## config.mk

```make
export PLATFORM = sky130hd
export DESIGN_NAME = mat_result_store
export DESIGN_NICKNAME = d
export VERILOG_FILES = /design/src/rtl/mat_result_store.sv
export SDC_FILE = /design/constraint.sdc
export NUM_CORES = 1
export LEC_CHECK = 0
export BUFFER_PORTS_ARGS = -buffer_cell sky130_fd_sc_hd__buf_2
export CAP_MARGIN = 40
export CORE_MARGIN = 3
export CORE_UTILIZATION = 53
export DETAILED_ROUTE_END_ITERATION = 8
export GPL_ROUTABILITY_DRIVEN = 0
export PLACE_DENSITY = 0.82
export SLEW_MARGIN = 20
export SYNTH_ARGS = -nofsm -noshare
export SYNTH_HDL_FRONTEND = slang
export SYNTH_SLANG_ARGS = --single-unit
```

## constraint.sdc

```tcl
create_clock -name clk -period 9.9 [get_ports clk]
set_input_delay 0 -clock clk [delete_from_list [all_inputs] [get_ports clk]]
set_output_delay 0 -clock clk [all_outputs]
set_load 0.01 [all_outputs]
```

## src/rtl/mat_result_store.sv

```systemverilog
// Matrix result write-back engine: snapshots the N*N result vector on mat_done and
// streams it to data memory word by word. Define MATSTORE_TIMEOUT_EN for the WAIT_DONE watchdog.
module mat_result_store #(
    parameter int unsigned DATA_W         = 32,
    parameter int unsigned ADDR_W         = 32,
    parameter int unsigned N              = 3,
    parameter int unsigned ADDR_STRIDE    = 4,
    parameter int unsigned TIMEOUT_CYCLES = 1024
) (
    input  logic                  clk,
    input  logic                  reset,
    input  logic                  store_req,
    input  logic [ADDR_W-1:0]     base_addr,
    input  logic                  mat_done,
    input  logic [N*N*DATA_W-1:0] r_vec,
    input  logic                  mem_ready,
    output logic                  mem_we,
    output logic [ADDR_W-1:0]     mem_addr,
    output logic [DATA_W-1:0]     mem_wdata,
    output logic                  busy,
    output logic                  stall,
    output logic                  store_done,
    output logic                  err
);

    localparam int unsigned NE = N * N;
    localparam int unsigned IW = (NE > 1) ? $clog2(NE) : 1;

    if (N < 1 || TIMEOUT_CYCLES < 1) begin : g_cfg_check
        $error("mat_result_store: N and TIMEOUT_CYCLES must be at least 1");
    end

    typedef enum logic [1:0] {
        IDLE,
        WAIT_DONE,
        WRITE,
        FINISH
    } state_t;

    state_t              state;
    state_t              state_next;
    logic [IW-1:0]       idx;
    logic [IW-1:0]       idx_next;
    logic [ADDR_W-1:0]   base_q;
    logic [ADDR_W-1:0]   addr_q;
    logic [DATA_W-1:0]   wdata_q;
    logic [DATA_W-1:0]   res_buf [NE];
    logic                last_word;
    logic                timeout_hit;

    assign idx_next  = idx + IW'(1);
    assign last_word = (idx == IW'(NE - 1));

`ifdef MATSTORE_TIMEOUT_EN
    localparam int unsigned CW = $clog2(TIMEOUT_CYCLES + 1);
    logic [CW-1:0] wait_cnt;

    assign timeout_hit = (state == WAIT_DONE) && !mat_done &&
                         (wait_cnt == CW'(TIMEOUT_CYCLES - 1));

    always_ff @(posedge clk) begin
        if (reset) begin
            wait_cnt <= '0;
        end else if (state == IDLE) begin
            wait_cnt <= '0;
        end else if (state == WAIT_DONE) begin
            wait_cnt <= wait_cnt + CW'(1);
        end
    end
`else
    assign timeout_hit = 1'b0;
`endif

    always_ff @(posedge clk) begin
        if (reset) begin
            state <= IDLE;
        end else begin
            state <= state_next;
        end
    end

    always_comb begin
        state_next = state;
        unique case (state)
            IDLE:      if (store_req) state_next = WAIT_DONE;
            WAIT_DONE: begin
                if (mat_done)         state_next = WRITE;
                else if (timeout_hit) state_next = IDLE;
            end
            WRITE:     if (mem_ready && last_word) state_next = FINISH;
            FINISH:    state_next = IDLE;
            default:   state_next = IDLE;
        endcase
    end

    assign mem_we     = (state == WRITE);
    assign busy       = (state != IDLE);
    assign stall      = busy;
    assign store_done = (state == FINISH);
    assign err        = timeout_hit;
    assign mem_addr   = addr_q;
    assign mem_wdata  = wdata_q;

    // Capture buffer is deliberately left out of reset.
    always_ff @(posedge clk) begin
        if (!reset && state == WAIT_DONE && mat_done) begin
            for (int unsigned i = 0; i < NE; i++) begin
                res_buf[i] <= r_vec[DATA_W*i +: DATA_W];
            end
        end
    end

    // First word comes straight from r_vec since the buffer is loaded on the same edge.
    always_ff @(posedge clk) begin
        if (reset) begin
            idx     <= '0;
            base_q  <= '0;
            addr_q  <= '0;
            wdata_q <= '0;
        end else begin
            unique case (state)
                IDLE: begin
                    if (store_req) begin
                        base_q <= base_addr;
                        idx    <= '0;
                    end
                end
                WAIT_DONE: begin
                    if (mat_done) begin
                        idx     <= '0;
                        addr_q  <= base_q;
                        wdata_q <= r_vec[DATA_W-1:0];
                    end
                end
                WRITE: begin
                    if (mem_ready) begin
                        if (last_word) begin
                            addr_q  <= '0;
                            wdata_q <= '0;
                        end else begin
                            idx     <= idx_next;
                            addr_q  <= addr_q + ADDR_W'(ADDR_STRIDE);
                            wdata_q <= res_buf[idx_next];
                        end
                    end
                end
                default: ;
            endcase
        end
    end

endmodule

```

Word-level counts from Yosys, hierarchy flattened
Memory sizes are Yosys's and may differ from the RTL's.
Index checks and enable logic that the tools add are counted.
{"block": "word_totals", "register_bits": 102, "mem_bits_rw": 288, "input_bits": 325, "word_cells": 48, "mem_count": 1}
{"name": "res_buf", "depth": 9, "width": 32, "rd": 1, "rd_ports_with_merged_regs": 0, "write_ports": 9, "line_no": "47", "text": "logic [DATA_W-1:0] res_buf [NE];"}
{"block": "classes", "addsub": 2, "n_eq_ne": 9, "n_mux": 19, "reduce_logical": 12}
{"operator": "32-bit 2-to-1 mux", "n": 6}
{"operator": "32-bit one-hot mux with 2 select lines", "n": 2}
{"operator": "32-bit by 3-bit adder with 32-bit output (second input constant)", "n": 1}
{"operator": "4-bit 2-to-1 mux", "n": 4}
{"operator": "4-bit one-hot mux with 3 select lines", "n": 1}
{"operator": "2-bit inequality test (second input constant)", "n": 4}
{"operator": "2-bit one-hot mux with 4 select lines", "n": 1}
{"operator": "2-bit 2-to-1 mux", "n": 3}
{"operator": "3-bit AND reduction", "n": 2}
{"operator": "5-bit AND reduction", "n": 1}
{"operator": "4-bit by 1-bit adder with 4-bit output (second input constant)", "n": 1}
{"operator": "2-bit == test (second input constant)", "n": 2}
{"operator": "4-bit == test (second input constant)", "n": 1}
{"operator": "2-bit nonzero test", "n": 2}
{"operator": "1-bit logical AND", "n": 3}
{"operator": "3-bit nonzero test", "n": 1}
{"operator": "2-bit by 1-bit == test with 1-bit output (second input constant)", "n": 1}
{"operator": "2-bit zero test", "n": 1}
{"operator": "1-bit 2-to-1 mux", "n": 2}
{"operator": "2-bit by 1-bit inequality test with 1-bit output (second input constant)", "n": 1}
{"operator": "2-bit AND reduction", "n": 1}
{"operator": "1-bit zero test", "n": 1}

Depth between registers and ports, before layout
{"block": "logic_depth", "word_depth": 5, "depth_mapped": 11}

Worst setup path after synthesis
No wires, ideal clock.
{"block": "synth_path", "path_kind": "register -> register", "startpoint": "register state[1]", "endpoint": "memory res_buf[0][0], enable pin", "t_arrival_ps": 7249, "required_ps": 9212, "path_slack_ps": 1963, "path_stages_with_launch": 4, "path_buffers": 0, "period_less_slack_ps": 7937, "path_cell_list": "dfxtp_1 inv_1 ha_1 and3_1"}
{"item": "start: declaration", "line_no": "40", "text": "state_t state;"}
{"item": "start signal: assignment", "line_no": "78", "text": "state <= state_next;"}
{"item": "end: declaration", "line_no": "47"}

Worst setup path in the final report
{"block": "layout_path", "startpoint": "register idx[0]", "endpoint": "register wdata_q[27] (netlist: mem_wdata[27])"}
{"block": "layout_between", "elab_chain_len": 5}
{"item": "start: declaration", "line_no": "42", "text": "logic [IW-1:0] idx;"}
{"item": "start signal: assignment", "line_no": "141", "text": "idx <= idx_next;"}
{"item": "4-bit by 1-bit adder with 4-bit output", "line_no": "51", "text": "assign idx_next = idx + IW'(1);"}
{"item": "memory 9 x 32 bit"}
{"item": "32-bit 2-to-1 mux *", "line_no": "137", "text": "if (last_word) begin"}
{"item": "32-bit 2-to-1 mux *", "line_no": "136", "text": "if (mem_ready) begin"}
{"item": "32-bit one-hot mux with 2 select lines *", "line_no": "121", "text": "unique case (state)"}
{"item": "end signal: assignment", "line_no": "132", "text": "wdata_q <= r_vec[DATA_W-1:0];"}
{"item": "end signal: assignment", "line_no": "143", "text": "wdata_q <= res_buf[idx_next];"}
{"item": "end: declaration", "line_no": "46", "text": "logic [DATA_W-1:0] wdata_q;"}
Every way passes the cells marked *; elsewhere a longest branch is shown, timed or not. The select of a mux whose other input is x is not followed.
A chain may end at the register's enable or synchronous reset.

==> impl_metrics.tcl <==
set metrics [dict create \
    area_of_the_core_um2 28100 \
    synth_edf_count 288 \
    worst-path-max-fanout 36 \
    share_of_the_yosys_chip_area_belonging_to_registers_pct 70.1 \
    post_synth_main_area_contributors "edfxtp_1 57%, dfxtp_1 13%, mux4_2 9.5%" \
    crit_required_ns 10.29 \
    cellLeakagePower_nw 8.41 \
    drt-pass1-iter-count 6 \
    timing.fmax_ghz 0.289 \
    port_buffers 392 \
    route.antenna.remaining_nets 0 \
    layout.cells.non_filler 2136 \
    post-synth-top-count-cell "edfxtp_1" \
    num_rows 61 \
    final.min_clock_period_ns 3.46 \
    detailedPlacementHpwl_mm 27.3 \
    die_outline_area_um2 30800 \
    rsz0062_at_grt "false" \
    via_count_of_the_first_global_routing_pass 13700 \
    groute.layer.met1.usage_pct 40.8 \
    max_slew.worst_pin.slew_ns 1.17 \
    cts_root_buf "clkbuf_16" \
    worst-endpoint-arrival_ns 3.86 \
    crit_path_cells "ha_1, xor2_4, buf_4, mux4_2, a22oi_1, a21oi_1" \
    critical_path.startpoint_type "register" \
    gate_family_responsible_for_the_most_delay_along_the_worst_path "flip-flops" \
    timing_worst_setup_path_type "reg2reg" \
    synth_flop_cell "edfxtp_1" \
    min-delay-start "store_req" \
    post_synthesis_register_bit_count 390 \
    gr-usage-all-layers_pct 35.2 \
    synthCells 1015 \
    grt_remaining_overflow 0 \
    top_level_ports 394 \
    synth_commonest_cells "288 x edfxtp_1, 102 x dfxtp_1, 89 x a21oi_1, 89 x nand2_1, 64 x mux4_2" \
    initial_antenna_violation_count 7 \
    avgSynthCellArea_um2 15.0 \
    postSynth.asyncResetShare_pct 0 \
    synth_largest_type_area_fraction_pct 56.7 \
    cts.clk_slew.worst_paths_ns 0.07 \
    clkSinkCount 390 \
    layout_cells_sized_above_1_pct 31.4 \
    power-per-cell-area_nw_per_um2 216 \
    cts_tree "done" \
    final_net_count 2054 \
    die-height_um 176 \
    route.vias.total 12900 \
    final-max-slew-violation-count 0 \
    layout_worst_path_cycle_share_pct 35.0 \
    gr-usage-met2_pct 60.4 \
    cts-buffers-inserted 40 \
    die_width_um 176 \
    wirelength_mm 55.0 \
    max_clock_skew_ns 0.0232 \
    summed_negative_setup_slack_over_all_endpoints_ns 0 \
    final_setup_violations 0 \
    critPathMaxStageDelay_ns 0.77 \
    clock_insertion_delay_worst_skew_ns 0.54 \
    start_util_pct 54.3 \
    drtIter0Drc 1756 \
    fill_cells 1500 \
    global_route_wire_length_before_repair_mm 81.8 \
    yosysTopAreaCell "edfxtp_1" \
    timing.critical_path.slowest_stage_cell "dfxtp_4" \
    critical_path_buf_inv_count 1 \
    post_drt_wl_per_cell_um 25.7 \
    timing.critical_path.from "idx[0]$_SDFFE_PP0P_" \
    cts_max_path_buffers 3 \
    detail_route.drc_violations 0 \
    worst_r2r_startpoint "idx[0]$_SDFFE_PP0P_" \
    place_inst 1733 \
    slew-limit-headroom_pct 22.0 \
    mappedNetlistNets 1348 \
    ys_types 53 \
    power.total_mw 4.82 \
    global_routing_s_busiest_layer "met2" \
    syn2layout_area_growth_pct 46.4 \
    max_cap_viol_count 0 \
    vdd.ir_drop.worst_mv 0.155 \
    global_route.usage.met3_pct 7.63 \
    yosys_warnings 0 \
    min-delay-path-class "in2reg" \
    status "complete, no violations" \
    largest_net_degree_at_the_start_of_global_routing 199 \
    endpoint_kind "register" \
    synthesized_cell_area_um2 15300 \
    hold_violations 0 \
    vias_per_cell 6.06 \
    htree_num_levels 2 \
]
## cell usage in the layout, fill, tap and decap left out, drive strengths merged, types with 3 or more instances in the layout
master	n
nand3	15
or3	5
nor4	7
buf	412
a21oi	89
dfxtp	102
o211ai	5
nor2	36
a22oi	40
clkbuf	54
o21ai	49
edfxtp	288
ha	8
a31oi	4
diode	7
a32o	5
mux4	64
dlygate4sd3	322
o32ai	4
a221oi	34
bufinv	6
nand2b	7
nand2	89
o22ai	3
clkinv	11
mux2i	5
xor2	3
and3	10
a21o	3
nand4	8
nor2b	4
inv	13
nor3	15
and4	3
## per-layer routing
| layer | share of wire, % | vias to the layer above |
|---|---|---|
| li1 | - | 5431 |
| met1 | 33 | 6190 |
| met2 | 51 | 1067 |
| met3 | 9.8 | 245 |
| met4 | 6.4 | 2 |
| met5 | 0.024 | - |
## worst register-to-register path, stage by stage, from the launching register on
cell     delay (ns)
dfxtp_4        0.77
ha_1           0.41
xor2_4         0.64
buf_4          0.63
mux4_2         0.41
a22oi_1        0.30
a21oi_1        0.17
## per-stage QoR
stage	setup slack (ns)	area (µm²)	hold slack, ns	util (%)
after floorplan	1.96	15300	0.0989	-
after global placement	6.47	17600	0.177	62.5
after detailed placement	6.59	17700	0.178	62.9
after CTS	6.56	22300	0.0948	79.3
after global routing	6.23	22300	0.131	79.5
final	6.44	22300	0.130	79.5
## layout make-up
cell class / count / area, µm² / area share [%]
sequential: 390 / 10700 / 47.9
timing repair buffer: 734 / 5420 / 24.3
multi-input combinational: 541 / 4280 / 19.2
clock buffer: 54 / 1100 / 4.95
tap: 378 / 473 / 2.12
clock inverter: 18 / 283 / 1.27
inverter: 14 / 52.6 / 0.235
antenna: 7 / 17.5 / 0.0784
## kinds of logic (layout without fill, tap and decap cells)
group                    count (synthesis)  in the layout  share of synthesized area [%]
AO/OA/AOI/OAI                          253            253                           10.7
adder cells (fa/ha/maj)                  8              8                          0.656
buffers and inverters                   84            820                           2.15
other                                    1              8                         0.0246
multiplexers                            69             69                           9.78
AND/OR/NAND/NOR                        207            207                           6.44
XOR/XNOR                                 3              3                          0.172
flip-flops                             390            390                           70.1
## power breakdown
part | internal [mW] | switching [mW] | leakage (nW)
Combinational | 0.431 | 0.677 | 4.30
Clock | 0.949 | 0.663 | 0.669
Sequential | 1.98 | 0.127 | 3.45
Total | 3.36 | 1.47 | 8.41
## repair_timing
| action | CTS | global route |
|---|---|---|
| buffers inserted | 0 | 0 |
| gates resized for setup | 0 | 0 |
| hold endpoints to repair | 356 | 0 |
| hold buffers | 322 | 0 |
## state kept, by name (all words and copies together) (netlist names)
signal     count
res_buf      288
base_q        32
mem_addr      32
mem_wdata     32
idx            4
state          2
## final timing paths
| check | endpoint | slack, ns | cells after the start |
|---|---|---|---|
| min reg2reg | base_q[8]$_SDFFE_PP0P_ | 0.45 | 2 |
| min | state[0]$_SDFFE_PP0P_ | 0.13 | 5 |
| max | mem_wdata[27]$_SDFFE_PP0P_ | 6.44 | 6 |
| max reg2reg | mem_wdata[27]$_SDFFE_PP0P_ | 6.44 | 6 |
Power figures use the tool's default switching activity.
